$ cat src/rtl/iir_pkg.sv
// rtl/iir_pkg.sv - shared types, coefficient indices and round/saturate helper for the biquad cascade
package iir_pkg;

    typedef enum logic [1:0] {IDLE, MAC, STORE, DONE} state_t;

    typedef enum logic [1:0] {OP_HOLD, OP_LOAD, OP_ADD, OP_SUB} mac_op_t;

    localparam int COEFS_PER_STAGE = 5;

    localparam logic [2:0] K_A0 = 3'd0;
    localparam logic [2:0] K_A1 = 3'd1;
    localparam logic [2:0] K_A2 = 3'd2;
    localparam logic [2:0] K_B1 = 3'd3;
    localparam logic [2:0] K_B2 = 3'd4;

    typedef struct packed {
        logic               sat;
        logic signed [63:0] value;
    } rs_t;

    // Round half toward +inf by adding half an LSB before the arithmetic shift,
    // then clamp to the signed data_w range and report whether clamping happened.
    function automatic rs_t round_sat(input logic signed [63:0] acc,
                                      input int frac,
                                      input int data_w);
        logic signed [63:0] r;
        logic signed [63:0] hi;
        logic signed [63:0] lo;
        rs_t                res;
        r  = (acc + (64'sd1 <<< (frac - 1))) >>> frac;
        hi = (64'sd1 <<< (data_w - 1)) - 64'sd1;
        lo = -(64'sd1 <<< (data_w - 1));
        res.sat = 1'b1;
        if (r > hi) begin
            res.value = hi;
        end else if (r < lo) begin
            res.value = lo;
        end else begin
            res.sat   = 1'b0;
            res.value = r;
        end
        return res;
    endfunction

endpackage

$ cat src/rtl/iir_mac.sv
// rtl/iir_mac.sv - shared multiply-accumulate unit with rounded, saturated result
import iir_pkg::*;

module iir_mac #(
    parameter int DATA_W    = 8,
    parameter int COEF_W    = 16,
    parameter int COEF_FRAC = 12,
    parameter int ACC_W     = DATA_W + COEF_W + 4
) (
    input  logic                     clk,
    input  logic                     rst,
    input  mac_op_t                  i_op,
    input  logic signed [COEF_W-1:0] i_coef,
    input  logic signed [DATA_W-1:0] i_data,
    output logic signed [DATA_W-1:0] o_result,
    output logic                     o_sat
);

    localparam int PROD_W = COEF_W + DATA_W;

    logic signed [PROD_W-1:0] w_prod;
    logic signed [ACC_W-1:0]  w_prod_ext;
    logic signed [ACC_W-1:0]  r_acc;
    rs_t                      w_rs;

    // Full-width signed product, then sign-extended into the accumulator width
    assign w_prod     = PROD_W'(i_coef) * PROD_W'(i_data);
    assign w_prod_ext = ACC_W'(w_prod);

    // Accumulator: load on the first tap, add feed-forward taps, subtract feedback taps
    always_ff @(posedge clk) begin
        if (rst) begin
            r_acc <= '0;
        end else begin
            case (i_op)
                OP_LOAD: r_acc <= w_prod_ext;
                OP_ADD:  r_acc <= r_acc + w_prod_ext;
                OP_SUB:  r_acc <= r_acc - w_prod_ext;
                default: r_acc <= r_acc;
            endcase
        end
    end

    assign w_rs     = round_sat(64'(r_acc), COEF_FRAC, DATA_W);
    assign o_result = DATA_W'(w_rs.value);
    assign o_sat    = w_rs.sat;

endmodule

$ cat src/rtl/iir_biquad_cascade.sv
// rtl/iir_biquad_cascade.sv - time-multiplexed cascade of Direct-Form-I biquad sections
import iir_pkg::*;

module iir_biquad_cascade #(
    parameter int DATA_W    = 8,
    parameter int COEF_W    = 16,
    parameter int COEF_FRAC = 12,
    parameter int N_STAGES  = 2,
    parameter int ACC_W     = DATA_W + COEF_W + 4,
    localparam int ADDR_W   = $clog2(COEFS_PER_STAGE * N_STAGES)
) (
    input  logic                     clk,
    input  logic                     rst,
    input  logic                     in_valid,
    output logic                     in_ready,
    input  logic signed [DATA_W-1:0] in_data,
    output logic                     out_valid,
    output logic signed [DATA_W-1:0] out_data,
    input  logic                     coef_we,
    input  logic [ADDR_W-1:0]        coef_addr,
    input  logic signed [COEF_W-1:0] coef_wdata,
    input  logic                     sat_clr,
    output logic                     sat_flag
);

    localparam int STG_W = (N_STAGES > 1) ? $clog2(N_STAGES) : 1;
    localparam int NC    = COEFS_PER_STAGE * N_STAGES;
    localparam logic signed [COEF_W-1:0] A0_ONE = COEF_W'(1 << COEF_FRAC);
    localparam logic [ADDR_W:0]          NC_V   = (ADDR_W + 1)'(NC);

    state_t                   r_state;
    state_t                   w_next_state;
    logic [2:0]               r_k;
    logic [STG_W-1:0]         r_stage;
    logic signed [DATA_W-1:0] r_x;
    logic signed [DATA_W-1:0] r_x1 [N_STAGES];
    logic signed [DATA_W-1:0] r_x2 [N_STAGES];
    logic signed [DATA_W-1:0] r_y1 [N_STAGES];
    logic signed [DATA_W-1:0] r_y2 [N_STAGES];
    logic signed [COEF_W-1:0] r_coef [NC];
    logic                     r_out_valid;
    logic signed [DATA_W-1:0] r_out_data;
    logic                     r_sat_flag;

    logic                     w_in_ready;
    logic                     w_last;
    logic                     w_coef_wr;
    mac_op_t                  w_mac_op;
    logic [ADDR_W-1:0]        w_cidx;
    logic signed [COEF_W-1:0] w_coef;
    logic signed [DATA_W-1:0] w_opnd;
    logic signed [DATA_W-1:0] w_mac_result;
    logic                     w_mac_sat;

    assign w_last    = (r_stage == STG_W'(N_STAGES - 1));
    assign w_coef_wr = coef_we && w_in_ready && ({1'b0, coef_addr} < NC_V);
    assign w_cidx    = ADDR_W'(int'(r_stage) * COEFS_PER_STAGE + int'(r_k));
    assign w_coef    = r_coef[w_cidx];

    assign in_ready  = w_in_ready;
    assign out_valid = r_out_valid;
    assign out_data  = r_out_data;
    assign sat_flag  = r_sat_flag;

    // State register
    always_ff @(posedge clk) begin
        if (rst) begin
            r_state <= IDLE;
        end else begin
            r_state <= w_next_state;
        end
    end

    // Next-state decode, ready and MAC opcode per tap
    always_comb begin
        w_next_state = r_state;
        w_in_ready   = 1'b0;
        w_mac_op     = OP_HOLD;
        case (r_state)
            IDLE: begin
                w_in_ready = 1'b1;
                if (in_valid) begin
                    w_next_state = MAC;
                end
            end
            MAC: begin
                case (r_k)
                    K_A0:       w_mac_op = OP_LOAD;
                    K_A1, K_A2: w_mac_op = OP_ADD;
                    default:    w_mac_op = OP_SUB;
                endcase
                if (r_k == K_B2) begin
                    w_next_state = STORE;
                end
            end
            STORE:   w_next_state = w_last ? DONE : MAC;
            DONE:    w_next_state = IDLE;
            default: w_next_state = IDLE;
        endcase
    end

    // Data operand for the current tap of the current stage
    always_comb begin
        w_opnd = r_x;
        case (r_k)
            K_A0:    w_opnd = r_x;
            K_A1:    w_opnd = r_x1[r_stage];
            K_A2:    w_opnd = r_x2[r_stage];
            K_B1:    w_opnd = r_y1[r_stage];
            default: w_opnd = r_y2[r_stage];
        endcase
    end

    iir_mac #(
        .DATA_W    (DATA_W),
        .COEF_W    (COEF_W),
        .COEF_FRAC (COEF_FRAC),
        .ACC_W     (ACC_W)
    ) u_mac (
        .clk      (clk),
        .rst      (rst),
        .i_op     (w_mac_op),
        .i_coef   (w_coef),
        .i_data   (w_opnd),
        .o_result (w_mac_result),
        .o_sat    (w_mac_sat)
    );

    // Tap/stage sequencing; r_x carries the input of the stage being computed
    always_ff @(posedge clk) begin
        if (rst) begin
            r_k     <= '0;
            r_stage <= '0;
            r_x     <= '0;
        end else begin
            case (r_state)
                IDLE: begin
                    if (in_valid) begin
                        r_x     <= in_data;
                        r_stage <= '0;
                        r_k     <= '0;
                    end
                end
                MAC: begin
                    r_k <= (r_k == K_B2) ? 3'd0 : r_k + 3'd1;
                end
                STORE: begin
                    r_x <= w_mac_result;
                    if (!w_last) begin
                        r_stage <= r_stage + 1'b1;
                    end
                end
                default: begin
                end
            endcase
        end
    end

    // Per-stage x/y delay lines, shifted when the stage result is stored
    always_ff @(posedge clk) begin
        if (rst) begin
            for (int i = 0; i < N_STAGES; i++) begin
                r_x1[i] <= '0;
                r_x2[i] <= '0;
                r_y1[i] <= '0;
                r_y2[i] <= '0;
            end
        end else if (r_state == STORE) begin
            r_x2[r_stage] <= r_x1[r_stage];
            r_x1[r_stage] <= r_x;
            r_y2[r_stage] <= r_y1[r_stage];
            r_y1[r_stage] <= w_mac_result;
        end
    end

    // Coefficient file: passthrough after reset, writable only while idle
    always_ff @(posedge clk) begin
        if (rst) begin
            for (int i = 0; i < NC; i++) begin
                r_coef[i] <= (i % COEFS_PER_STAGE == 0) ? A0_ONE : '0;
            end
        end else if (w_coef_wr) begin
            r_coef[coef_addr] <= coef_wdata;
        end
    end

    // Output register and one-cycle valid pulse after the final stage
    always_ff @(posedge clk) begin
        if (rst) begin
            r_out_valid <= 1'b0;
            r_out_data  <= '0;
        end else begin
            r_out_valid <= (r_state == DONE);
            if (r_state == DONE) begin
                r_out_data <= r_x;
            end
        end
    end

    // Sticky saturation flag; a new saturation beats a simultaneous clear
    always_ff @(posedge clk) begin
        if (rst) begin
            r_sat_flag <= 1'b0;
        end else if ((r_state == STORE) && w_mac_sat) begin
            r_sat_flag <= 1'b1;
        end else if (sat_clr) begin
            r_sat_flag <= 1'b0;
        end
    end

endmodule

$ cat config.mk
export PLATFORM = sky130hd
export DESIGN_NAME = iir_biquad_cascade
export DESIGN_NICKNAME = d
export VERILOG_FILES = /design/src/rtl/iir_pkg.sv /design/src/rtl/iir_mac.sv /design/src/rtl/iir_biquad_cascade.sv
export SDC_FILE = /design/constraint.sdc
export NUM_CORES = 1
export LEC_CHECK = 0
export BUFFER_PORTS_ARGS = -buffer_cell sky130_fd_sc_hd__buf_2
export CAP_MARGIN = 40
export CORE_MARGIN = 2
export CORE_UTILIZATION = 40
export DETAILED_ROUTE_END_ITERATION = 6
export PLACE_DENSITY = 0.59
export SYNTH_ARGS = -nofsm -noshare
export SYNTH_HDL_FRONTEND = slang
export SYNTH_SLANG_ARGS = --single-unit
export TNS_END_PERCENT = 10
$ cat constraint.sdc
create_clock -name clk -period 10.87 [get_ports clk]
set_clock_uncertainty 0.1 [all_clocks]
set_input_delay 0.5435 -clock clk [delete_from_list [all_inputs] [get_ports clk]]
set_output_delay 0.5435 -clock clk [all_outputs]
set_load 0.05 [all_outputs]
==> results of run 1 <==
[state kept, by name, indices dropped and copies added (netlist names), named ones only]
name	count
r_stage	1
r_y1	16
r_coef	256
r_state	2
r_x1	16
u_mac.r_acc	28
r_x	8
sat_flag	1
r_k	3
out_data	8
out_valid	1
r_y2	16
r_x2	16
[power groups by stage]
stage / registers (mW) / clock network [mW] / logic [mW]
5_1_grt: 1.67 / 1.40 / 1.82
3_3_place_gp: 1.69 / 0 / 1.56
3_5_place_dp: 1.69 / 0 / 1.59
4_1_cts: 1.66 / 1.34 / 1.60
2_1_floorplan: 1.67 / 0 / 1.24
6_report: 1.66 / 1.31 / 1.61
[worst max-delay path by stage]
stage,startpoint,endpoint,cells after the start
3_5_place_dp,r_k[0],u_mac.r_acc[27],31
3_3_place_gp,r_k[2],u_mac.r_acc[27],30
6_report,r_k[2],u_mac.r_acc[27],31
5_1_grt,r_k[2],u_mac.r_acc[27],32
4_1_cts,r_k[2],u_mac.r_acc[27],31
2_1_floorplan,r_k[0],u_mac.r_acc[27],34
[tightest hold or removal path, cell delays in order]
cell and delay (ps):
buf_2 80, nor2_1 30, a21o_1 160
[cells in the final DEF, fill, tap and decap left out, types with 10 or more instances in the layout]
cell type / netlist / layout
nand2_1: 162 / 162
a21oi_1: 83 / 83
or2_2: 12 / 12
fa_1: 105 / 105
o211ai_1: 10 / 10
and2_1: 20 / 20
conb_1: 1 / 96
nor2_1: 382 / 382
mux2_2: 10 / 10
clkbuf_1: 71 / 12
clkbuf_16: 0 / 41
edfxtp_1: 320 / 320
mux4_2: 64 / 64
buf_4: 2 / 29
dfxtp_1: 53 / 53
o21ai_1: 14 / 14
nand3_1: 50 / 50
o21ai_0: 42 / 42
ha_1: 81 / 79
nand2b_1: 27 / 27
nor3_1: 17 / 17
xnor2_1: 40 / 39
a211oi_1: 15 / 15
buf_8: 0 / 10
mux2i_1: 30 / 30
a21o_1: 27 / 27
xor2_1: 29 / 29
o22ai_1: 24 / 24
nor2b_1: 25 / 24
buf_2: 7 / 43
inv_1: 190 / 190
[cell type report]
| class | count | area (um2) |
|---|---|---|
| fillers | 5279 | 30590 |
| multi-input cells | 1507 | 11310 |
| flip-flops and latches | 373 | 10670 |
| clock buffers | 53 | 1071 |
| well taps | 756 | 945.9 |
| inverters | 190 | 713.2 |
| repair buffers | 87 | 690.7 |
| clock inverters | 21 | 172.7 |
[cells in the mapped netlist, types with 20 or more instances]
cell type	n
nor2_1	382
edfxtp_1	320
inv_1	190
nand2_1	162
fa_1	105
a21oi_1	83
ha_1	81
clkbuf_1	71
mux4_2	64
dfxtp_1	53
nand3_1	50
o21ai_0	42
xnor2_1	40
mux2i_1	30
xor2_1	29
a21o_1	27
nand2b_1	27
nor2b_1	25
o22ai_1	24
and2_1	20
[per-stage QoR]
stage,total power [mW],instance area [um2]
floorplan,2.910,23020
global placement,3.248,24140
detailed placement,3.285,24330
CTS,4.607,25580
finish,4.588,25580
global route,4.886,25580
[kinds of logic (layout without fill, tap and decap cells)]
group / after synthesis / after routing / synth area share, %
buffers and inverters: 282 / 351 / 4.776
adder cells (fa/ha/maj): 186 / 186 / 13.75
multiplexers: 104 / 104 / 8.183
AO/OA/AOI/OAI: 301 / 301 / 8.752
AND/OR/NAND/NOR: 750 / 750 / 14.67
flip-flops: 373 / 373 / 47.09
other: 1 / 96 / 0.01655
XOR/XNOR: 70 / 70 / 2.766
[layer usage]
layer | wire [um] | global-route usage [%] | part of all wire (%) | vias up
li1 | - | - | - | 7396
met1 | 24360 | 25.51 | 44 | 7921
met2 | 27510 | 33.86 | 50 | 358
met5 | 0 | 0 | 0 | -
met4 | 982 | 4.702 | 1.8 | 0
met3 | 2538 | 2.581 | 4.6 | 76
==> run_results.csv, run 1 <==
group,metric,value,unit
status,result_of_the_run,"finished clean",
setup_path,criticalPathCategory,"reg2reg",
sta,setup-violations-final,0,
yosys,synthFlopType,"edfxtp_1",
cells_and_area,post_route_cells_drive_above_1_share,11.30,%
cells_and_area,stdcell_count,2987,
floorplan,die_area,58570,um2
sta,layout_min_cycle_time,10290,ps
hold_path,holdPathStages,3,
clock_network,tritoncts_num_sinks,373,
place,place_hpwl,38980,um
place,placement.io_buffers,43,
hold_path,min-delay-start,"sat_clr",
yosys,yosys.area.top_type,"edfxtp_1",
sta,rsz0062_at_grt,"no",
global_routing,grt_overflow_total,0,
clock_network,cts.root.buffer_cell,"clkbuf_16",
place,pre_cts_ws,744.2,ps
cells_and_area,antenna_cells_inserted,0,
pwr,internal_power,2.995,mW
setup_path,crit_fanout,15,
clock_network,cts_buffers,41,
yosys,post_synth_instance_area,22660,um2
clock_network,tritoncts_clock_tree,"yes",
pwr,power.leakage,10.19,nW
setup_path,cp_slowest_cell,"a2111oi_0",
clock_network,post_cts.repair.setup_buffers,0,
pwr,vdd_ir_drop_max,0.0001250,V
drt,routed_wl_per_cell,18.54,um
pwr,p_switching,1.594,mW
clock_network,cts_max_level,2,
clock_network,cts.hold.buffers_added,0,
job,max_cap_viol_count,0,
drt,drt-initial-drc-count,1085,
yosys,synth.area.top_cells,"edfxtp_1, fa_1, mux4_2, nor2_1, dfxtp_1",
global_routing,number_of_antenna_violations_at_the_first_check_in_global_routing,0,
setup_path,cp_top_family,"adder cells",
yosys,netlist-cell-type-count,84,
setup_path,rr_endpoint,"u_mac.r_acc[27]",
pwr,switching_share,34.73,%
yosys,synth_async_sr_flop_share,0,%
place,dp.cells,2913,
yosys,synth_enable_flop_cells,320,
yosys,avgSynthCellArea,10.96,um2
cells_and_area,number_of_nets_in_the_layout,2419,
yosys,syn-instance-count,2067,
setup_path,timing.critical_path.arrival,10620,ps
setup_path,r2r-start,"r_k[2]",
floorplan,placementRows,87,
sta,hold_violations,0,
place,place_congestion,0.8678,
floorplan,floorplan.core_area,56170,um2
sta,slew_headroom,37.32,%
drt,drcViolationCount,0,
yosys,synth_seq_cells,373,
clock_network,clk_pin_slew_worst_paths,60,ps
pwr,seq_power_share,36.2,%
pwr,pwr-share-comb,35.2,%
global_routing,number_of_global_route_vias_before_repair,16606,
global_routing,grtUsageTotal,19.36,%
setup_path,critPathRequiredTime,11210,ps
hold_path,worstHoldPathType,"in2reg",
setup_path,ff2ff_setup_slack,580,ps
cells_and_area,syn_to_final_growth,12.87,%
drt,drt.antenna.violating_nets,0,
yosys,seq_area_frac_synth,47.09,%
pwr,clkPwrFrac,28.6,%
setup_path,crit_path_end_kind,"flop",
sta,worst-slew-pin-transition,916.6,ps
global_routing,grt_start_max_net_pins,54,
drt,drt_wl_total,55390,um
yosys,synth.top_cell.area_share,42.41,%
hold_path,worst_hold_path.endpoint,"sat_flag",
setup_path,path_buf_inv,5,
cells_and_area,fin_util,45.54,%
yosys,synth-warning-count,0,
setup_path,kind_of_start_point_of_the_critical_path,"flop",
pwr,p_per_area,179.4,nW/um2
floorplan,die_y,242.0,um
global_routing,global_route_wire_length_before_repair,90660,um
drt,num_vias,15751,
sta,max_freq,97.20,MHz
clock_network,clock_latency_on_the_worst_skew_pair,560,ps
sta,hold_slack,192.1,ps
setup_path,worst_r2r_path_depth,31,
sta,finalCritPeriodShare,94.64,%
drt,initial_drt_pass_iterations,5,
sta,finalWorstSetupSlack,582.2,ps
floorplan,ioPinCount,44,
setup_path,worst_path_largest_cell_delay,830,ps
sta,maxSlewViolCount,0,
floorplan,chip_width,242.0,um
sta,setup_total_negative_slack,0,ps
drt,vias_per_cell,5.273,
floorplan,start_util,40.34,%
clock_network,cts_max_path_buffers,3,
clock_network,cts_resized,0,
Note: power is estimated with default switching activity, not from simulation.
==> inputs of run 2 (changes only) <==
- CORE_UTILIZATION: 40 -> 64
- PLACE_DENSITY: 0.59 -> 0.85
==> run 2 against run 1 <==
Non-clock buffer count is 3 lower. First-iteration DRC count is 38% higher. Fmax is 1.3% higher. Worst hold slack better by 15 ps. Clock power increased by 3%. Register-to-register slack improved by 130 ps. Total power up 0.74%. Sequential share of layout area grew 0.71 points. Cell area shrank 1.7%. Core utilization grew 27 points. Die area down 37%.
==> run_results.csv, run 2 (same netlist as run 1, synthesis figures left out) <==
group,metric,value,unit
pwr,power.leakage,10.17,nW
sta,finalWorstSetupSlack,711.1,ps
sta,layout_min_cycle_time,10160,ps
setup_path,cp_slowest_cell,"a2111oi_0",
clock_network,tritoncts_clock_tree,"yes",
hold_path,worstHoldPathType,"in2reg",
global_routing,grt_start_max_net_pins,63,
cells_and_area,reg.largest.list,"r_coef: 256 flops, u_mac.r_acc: 28 flops",
floorplan,die_area,36930,um2
place,placement.io_buffers,43,
pwr,vdd_ir_drop_max,0.0001905,V
drt,drt-initial-drc-count,1498,
setup_path,kind_of_start_point_of_the_critical_path,"flop",
clock_network,cts_max_path_buffers,3,
floorplan,ioPinCount,44,
drt,initial_drt_pass_iterations,6,
sta,maxSlewViolCount,0,
pwr,p_switching,1.593,mW
cells_and_area,top_register,"r_coef",
cells_and_area,postLayoutCellArea,25150,um2
pwr,seq_power_share,36.0,%
pwr,design_power_total,4.622,mW
clock_network,cts_resized,0,
place,pre_cts_ws,918.0,ps
floorplan,start_util,65.28,%
cells_and_area,post_route_cells_drive_above_1_share,11.35,%
cells_and_area,layout.cells.most_common_list,"nor2_1, edfxtp_1, inv_1",
setup_path,worst_path_largest_cell_delay,860,ps
drt,num_vias,16581,
global_routing,global_route_wire_length_before_repair,89070,um
pwr,internal_power,3.029,mW
sta,slew_headroom,36.06,%
pwr,clkPwrFrac,29.2,%
floorplan,placementRows,68,
clock_network,cts.root.buffer_cell,"clkbuf_16",
status,result_of_the_run,"finished clean",
clock_network,post_cts.repair.setup_buffers,0,
clock_network,clock_latency_on_the_worst_skew_pair,560,ps
cells_and_area,antenna_cells_inserted,0,
setup_path,crit_path_end_kind,"flop",
clock_network,cts.hold.buffers_added,0,
setup_path,criticalPathCategory,"reg2reg",
sta,rsz0062_at_grt,"no",
pwr,p_per_area,183.8,nW/um2
clock_network,cts_max_level,2,
drt,drt_wl_total,55540,um
sta,max_freq,98.44,MHz
drt,vias_per_cell,6.196,
cells_and_area,final_common_cell,"nor2_1",
cells_and_area,n_fill_cell,2224,
global_routing,grt_overflow_total,0,
pwr,pwr-share-comb,34.8,%
clock_network,clk_pin_slew_worst_paths,70,ps
clock_network,cts_buffers,38,
place,place_hpwl,38350,um
setup_path,crit_fanout,22,
cells_and_area,number_of_nets_in_the_layout,2413,
sta,hold_slack,207.1,ps
clock_network,tritoncts_num_sinks,373,
floorplan,floorplan.core_area,34710,um2
sta,setup-violations-final,0,
sta,worst-slew-pin-transition,934.9,ps
sta,finalCritPeriodShare,93.46,%
floorplan,chip_width,192.2,um
floorplan,die_y,192.2,um
pwr,switching_share,34.46,%
place,place_congestion,0.9341,
cells_and_area,flip_flop_count_of_the_largest_register_all_copies_and_words_added,256,
drt,drt.antenna.violating_nets,0,
setup_path,critPathRequiredTime,11190,ps
sta,setup_total_negative_slack,0,ps
setup_path,timing.critical_path.arrival,10480,ps
sta,hold_violations,0,
job,max_cap_viol_count,0,
drt,routed_wl_per_cell,20.75,um
global_routing,number_of_antenna_violations_at_the_first_check_in_global_routing,0,
drt,drcViolationCount,0,
global_routing,grtUsageTotal,31.37,%
place,post_dp_area,23880,um2
cells_and_area,syn_to_final_growth,10.99,%
global_routing,number_of_global_route_vias_before_repair,16894,
## run 2: stage by stage
stage | std cells | util, %
after detailed placement | 2609 | 68.80
after floorplan | 2162 | -
after global placement | 2597 | 68.35
final | 2676 | 72.46
after global routing | 2676 | 72.46
after CTS | 2676 | 72.46
## run 2: critical path: cells and delay by family (launching register included)
| kind | cells | cell delay, ps |
|---|---|---|
| flip-flops | 1 | 390 |
| adder cells (fa/ha/maj) | 7 | 3350 |
| buffers and inverters | 5 | 630 |
| AO/OA/AOI/OAI | 9 | 2970 |
| multiplexers | 1 | 560 |
| XOR/XNOR | 1 | 160 |
| AND/OR/NAND/NOR | 9 | 1830 |
## run 2: worst paths after layout
| path | from | slack [ps] | end | cells past startpoint |
|---|---|---|---|---|
| max | r_stage | 710 | u_mac.r_acc[27] | 32 |
| min reg2reg | sat_flag | 350 | sat_flag | 1 |
| max reg2reg | r_stage | 710 | u_mac.r_acc[27] | 32 |
| min | sat_clr | 210 | sat_flag | 3 |
## run 2: power groups by stage
stage          Combinational (mW)  Sequential [mW]  Clock (mW)
2_1_floorplan                1.24             1.67           0
3_3_place_gp                 1.52             1.69           0
3_5_place_dp                 1.57             1.69           0
4_1_cts                      1.59             1.66        1.35
5_1_grt                      1.79             1.67        1.40
6_report                     1.61             1.66        1.35
## run 2: cell type report
cell class              instances  area, um2  share of cell area, %
clock inverters                23      262.8                  1.045
repair buffers                 84      628.1                  2.497
inverters                     190      713.2                  2.836
flip-flops and latches        373      10670                  42.42
multi-input cells            1507      11300                  44.94
well taps                     455      569.3                  2.263
clock buffers                  44       1005                  3.995
## run 2: per-layer routing
layer / vias to the layer above / GRT usage [%] / share of wire (%)
met3: 200 / 4.933 / 8.4
met4: 0 / 13.33 / 4.2
met5: - / 0 / 0
met2: 940 / 54.57 / 50
li1: 7389 / - / -
met1: 8052 / 39.12 / 37
==> inputs of run 3 (changes only) <==
- PLACE_DENSITY: 0.85 -> 0.81
==> run 3 against run 2 <==
Critical path depth shrank 1. Die area is the same. Largest cell class unchanged. Combinational power is essentially flat. Via count shrank 0.68%. First-iteration DRC count grew 13%. Worst setup slack lost 62 ps.
==> run_results.csv, run 3 (same netlist as run 1, synthesis figures left out) <==
group,metric,value,unit
status,result_of_the_run,"finished clean",
floorplan,placementRows,68,
cells_and_area,n_fill_cell,2299,
sta,setup_total_negative_slack,0,ps
cells_and_area,area_of_all_sequential_standard_cells,10670,um2
clock_network,tritoncts_clock_tree,"yes",
cells_and_area,top_register,"r_coef",
drt,routed_wl_per_cell,20.35,um
cells_and_area,syn_to_final_growth,10.74,%
cells_and_area,reg.largest.list,"r_coef: 256 flops, u_mac.r_acc: 28 flops",
pwr,seq_power_share,36.7,%
drt,drt-initial-drc-count,1693,
clock_network,cts.hold.buffers_added,0,
drt,drt_wl_total,54580,um
cells_and_area,layout.cells.most_common_list,"nor2_1, edfxtp_1, inv_1",
floorplan,start_util,65.28,%
setup_path,kind_of_start_point_of_the_critical_path,"flop",
cells_and_area,number_of_nets_in_the_layout,2418,
clock_network,cts_buffers,39,
setup_path,crit_fanout,32,
setup_path,timing.critical_path.arrival,10550,ps
pwr,vdd_ir_drop_max,0.0001516,V
clock_network,cts_max_level,2,
floorplan,ioPinCount,44,
drt,vias_per_cell,6.140,
drt,drt.antenna.violating_nets,0,
sta,hold_slack,204.7,ps
drt,num_vias,16468,
global_routing,number_of_antenna_violations_at_the_first_check_in_global_routing,0,
clock_network,clk_pin_slew_worst_paths,60,ps
pwr,power.leakage,10.16,nW
sta,hold_violations,0,
cells_and_area,antenna_cells_inserted,0,
floorplan,die_area,36930,um2
sta,rsz0062_at_grt,"no",
global_routing,grt_overflow_total,0,
sta,worst-slew-pin-transition,917.7,ps
hold_path,worstHoldPathType,"in2reg",
job,max_cap_viol_count,0,
sta,maxSlewViolCount,0,
global_routing,global_route_wire_length_before_repair,87470,um
sta,slew_headroom,38.41,%
cells_and_area,post_route_cells_drive_above_1_share,11.32,%
sta,setup-violations-final,0,
global_routing,grtUsageTotal,30.72,%
pwr,internal_power,2.945,mW
floorplan,die_y,192.2,um
pwr,p_per_area,180.5,nW/um2
sta,max_freq,97.84,MHz
pwr,p_switching,1.585,mW
drt,drcViolationCount,0,
cells_and_area,multi_input_comb_area,11310,um2
pwr,clkPwrFrac,27.5,%
clock_network,tritoncts_num_sinks,373,
clock_network,cts_max_path_buffers,3,
place,place_congestion,0.9436,
clock_network,clock_latency_on_the_worst_skew_pair,540,ps
place,place_hpwl,37950,um
sta,layout_min_cycle_time,10220,ps
pwr,switching_share,34.99,%
setup_path,critPathRequiredTime,11200,ps
pwr,design_power_total,4.530,mW
floorplan,floorplan.core_area,34710,um2
floorplan,chip_width,192.2,um
cells_and_area,final_common_cell,"nor2_1",
setup_path,criticalPathCategory,"reg2reg",
clock_network,cts.root.buffer_cell,"clkbuf_16",
global_routing,number_of_global_route_vias_before_repair,17066,
cells_and_area,flip_flop_count_of_the_largest_register_all_copies_and_words_added,256,
global_routing,grt_start_max_net_pins,59,
place,placement.io_buffers,43,
sta,finalCritPeriodShare,94.03,%
setup_path,cp_slowest_cell,"dfxtp_1",
setup_path,worst_path_largest_cell_delay,720,ps
pwr,pwr-share-comb,35.9,%
setup_path,crit_path_end_kind,"flop",
drt,initial_drt_pass_iterations,5,
==> run 3: cell types whose count changed in the layout (fill, tap and decap cells not counted), sizes merged <==
cell	previous run	this run
clkbuf	44	54
buf	84	88
bufinv	5	1
clkinv	13	10
clkinvlp	2	0
inv	193	194
==> run 3: power groups by stage <==
stage | sequential (mW) | clock, mW | combinational, mW
2_1_floorplan | 1.67 | 0 | 1.24
3_3_place_gp | 1.69 | 0 | 1.53
3_5_place_dp | 1.69 | 0 | 1.58
4_1_cts | 1.66 | 1.25 | 1.59
5_1_grt | 1.67 | 1.30 | 1.80
6_report | 1.66 | 1.24 | 1.62
==> run 3: area by class of cell <==
class	count	area share [%]
tap	455	2.269
inverter	190	2.842
clock inverter	15	0.4487
timing repair buffer	88	2.712
sequential	373	42.52
multi-input combinational	1507	45.06
clock buffer	54	4.153
==> run 3: critical path, delay by kind of cell, from the launching register on <==
family          cells  cell delay (ps)
compound gates     10             3590
xor+xnor            1              150
fa+ha+maj           7             3230
buf+inv             4              360
flops               1              720
simple gates        9             1930
==> run 3: routing by layer <==
metal | vias to the layer above | GRT usage (%) | wire length [um]
li1 | 7395 | - | -
met1 | 8064 | 38.55 | 20680
met2 | 847 | 53.04 | 27200
met3 | 162 | 5.006 | 4613
met4 | 0 | 13.01 | 2095
met5 | - | 0 | 0
==> run 3: path summary, 6_finish.rpt <==
check                 from  cells past startpoint  slack, ps         endpoint
setup / recovery    r_k[2]                     31        650  u_mac.r_acc[27]
hold / removal     sat_clr                      3        200         sat_flag
setup reg to reg    r_k[2]                     31        650  u_mac.r_acc[27]
hold reg to reg   sat_flag                      1        350         sat_flag
==> run 3: what timing repair did <==
| item | in CTS | in global routing |
|---|---|---|
| hold endpoints to repair | 0 | 0 |
| buffers inserted | 0 | 1 |
| endpoints found under the setup margin | 0 | 2 |
| gates resized for setup | 0 | 1 |
==> run 3: through the flow <==
| stage | area [um2] | cells | utilization, % | setup WS, ps |
|---|---|---|---|---|
| final | 25100 | 2682 | 72.29 | 649.5 |
| after global routing | 25100 | 2682 | 72.29 | 18.47 |
| after CTS | 25070 | 2681 | 72.22 | 739.3 |
| after detailed placement | 23920 | 2612 | 68.90 | 761.9 |
| after global placement | 23730 | 2599 | 68.36 | 1019 |
| after floorplan | 23020 | 2162 | - | 1936 |
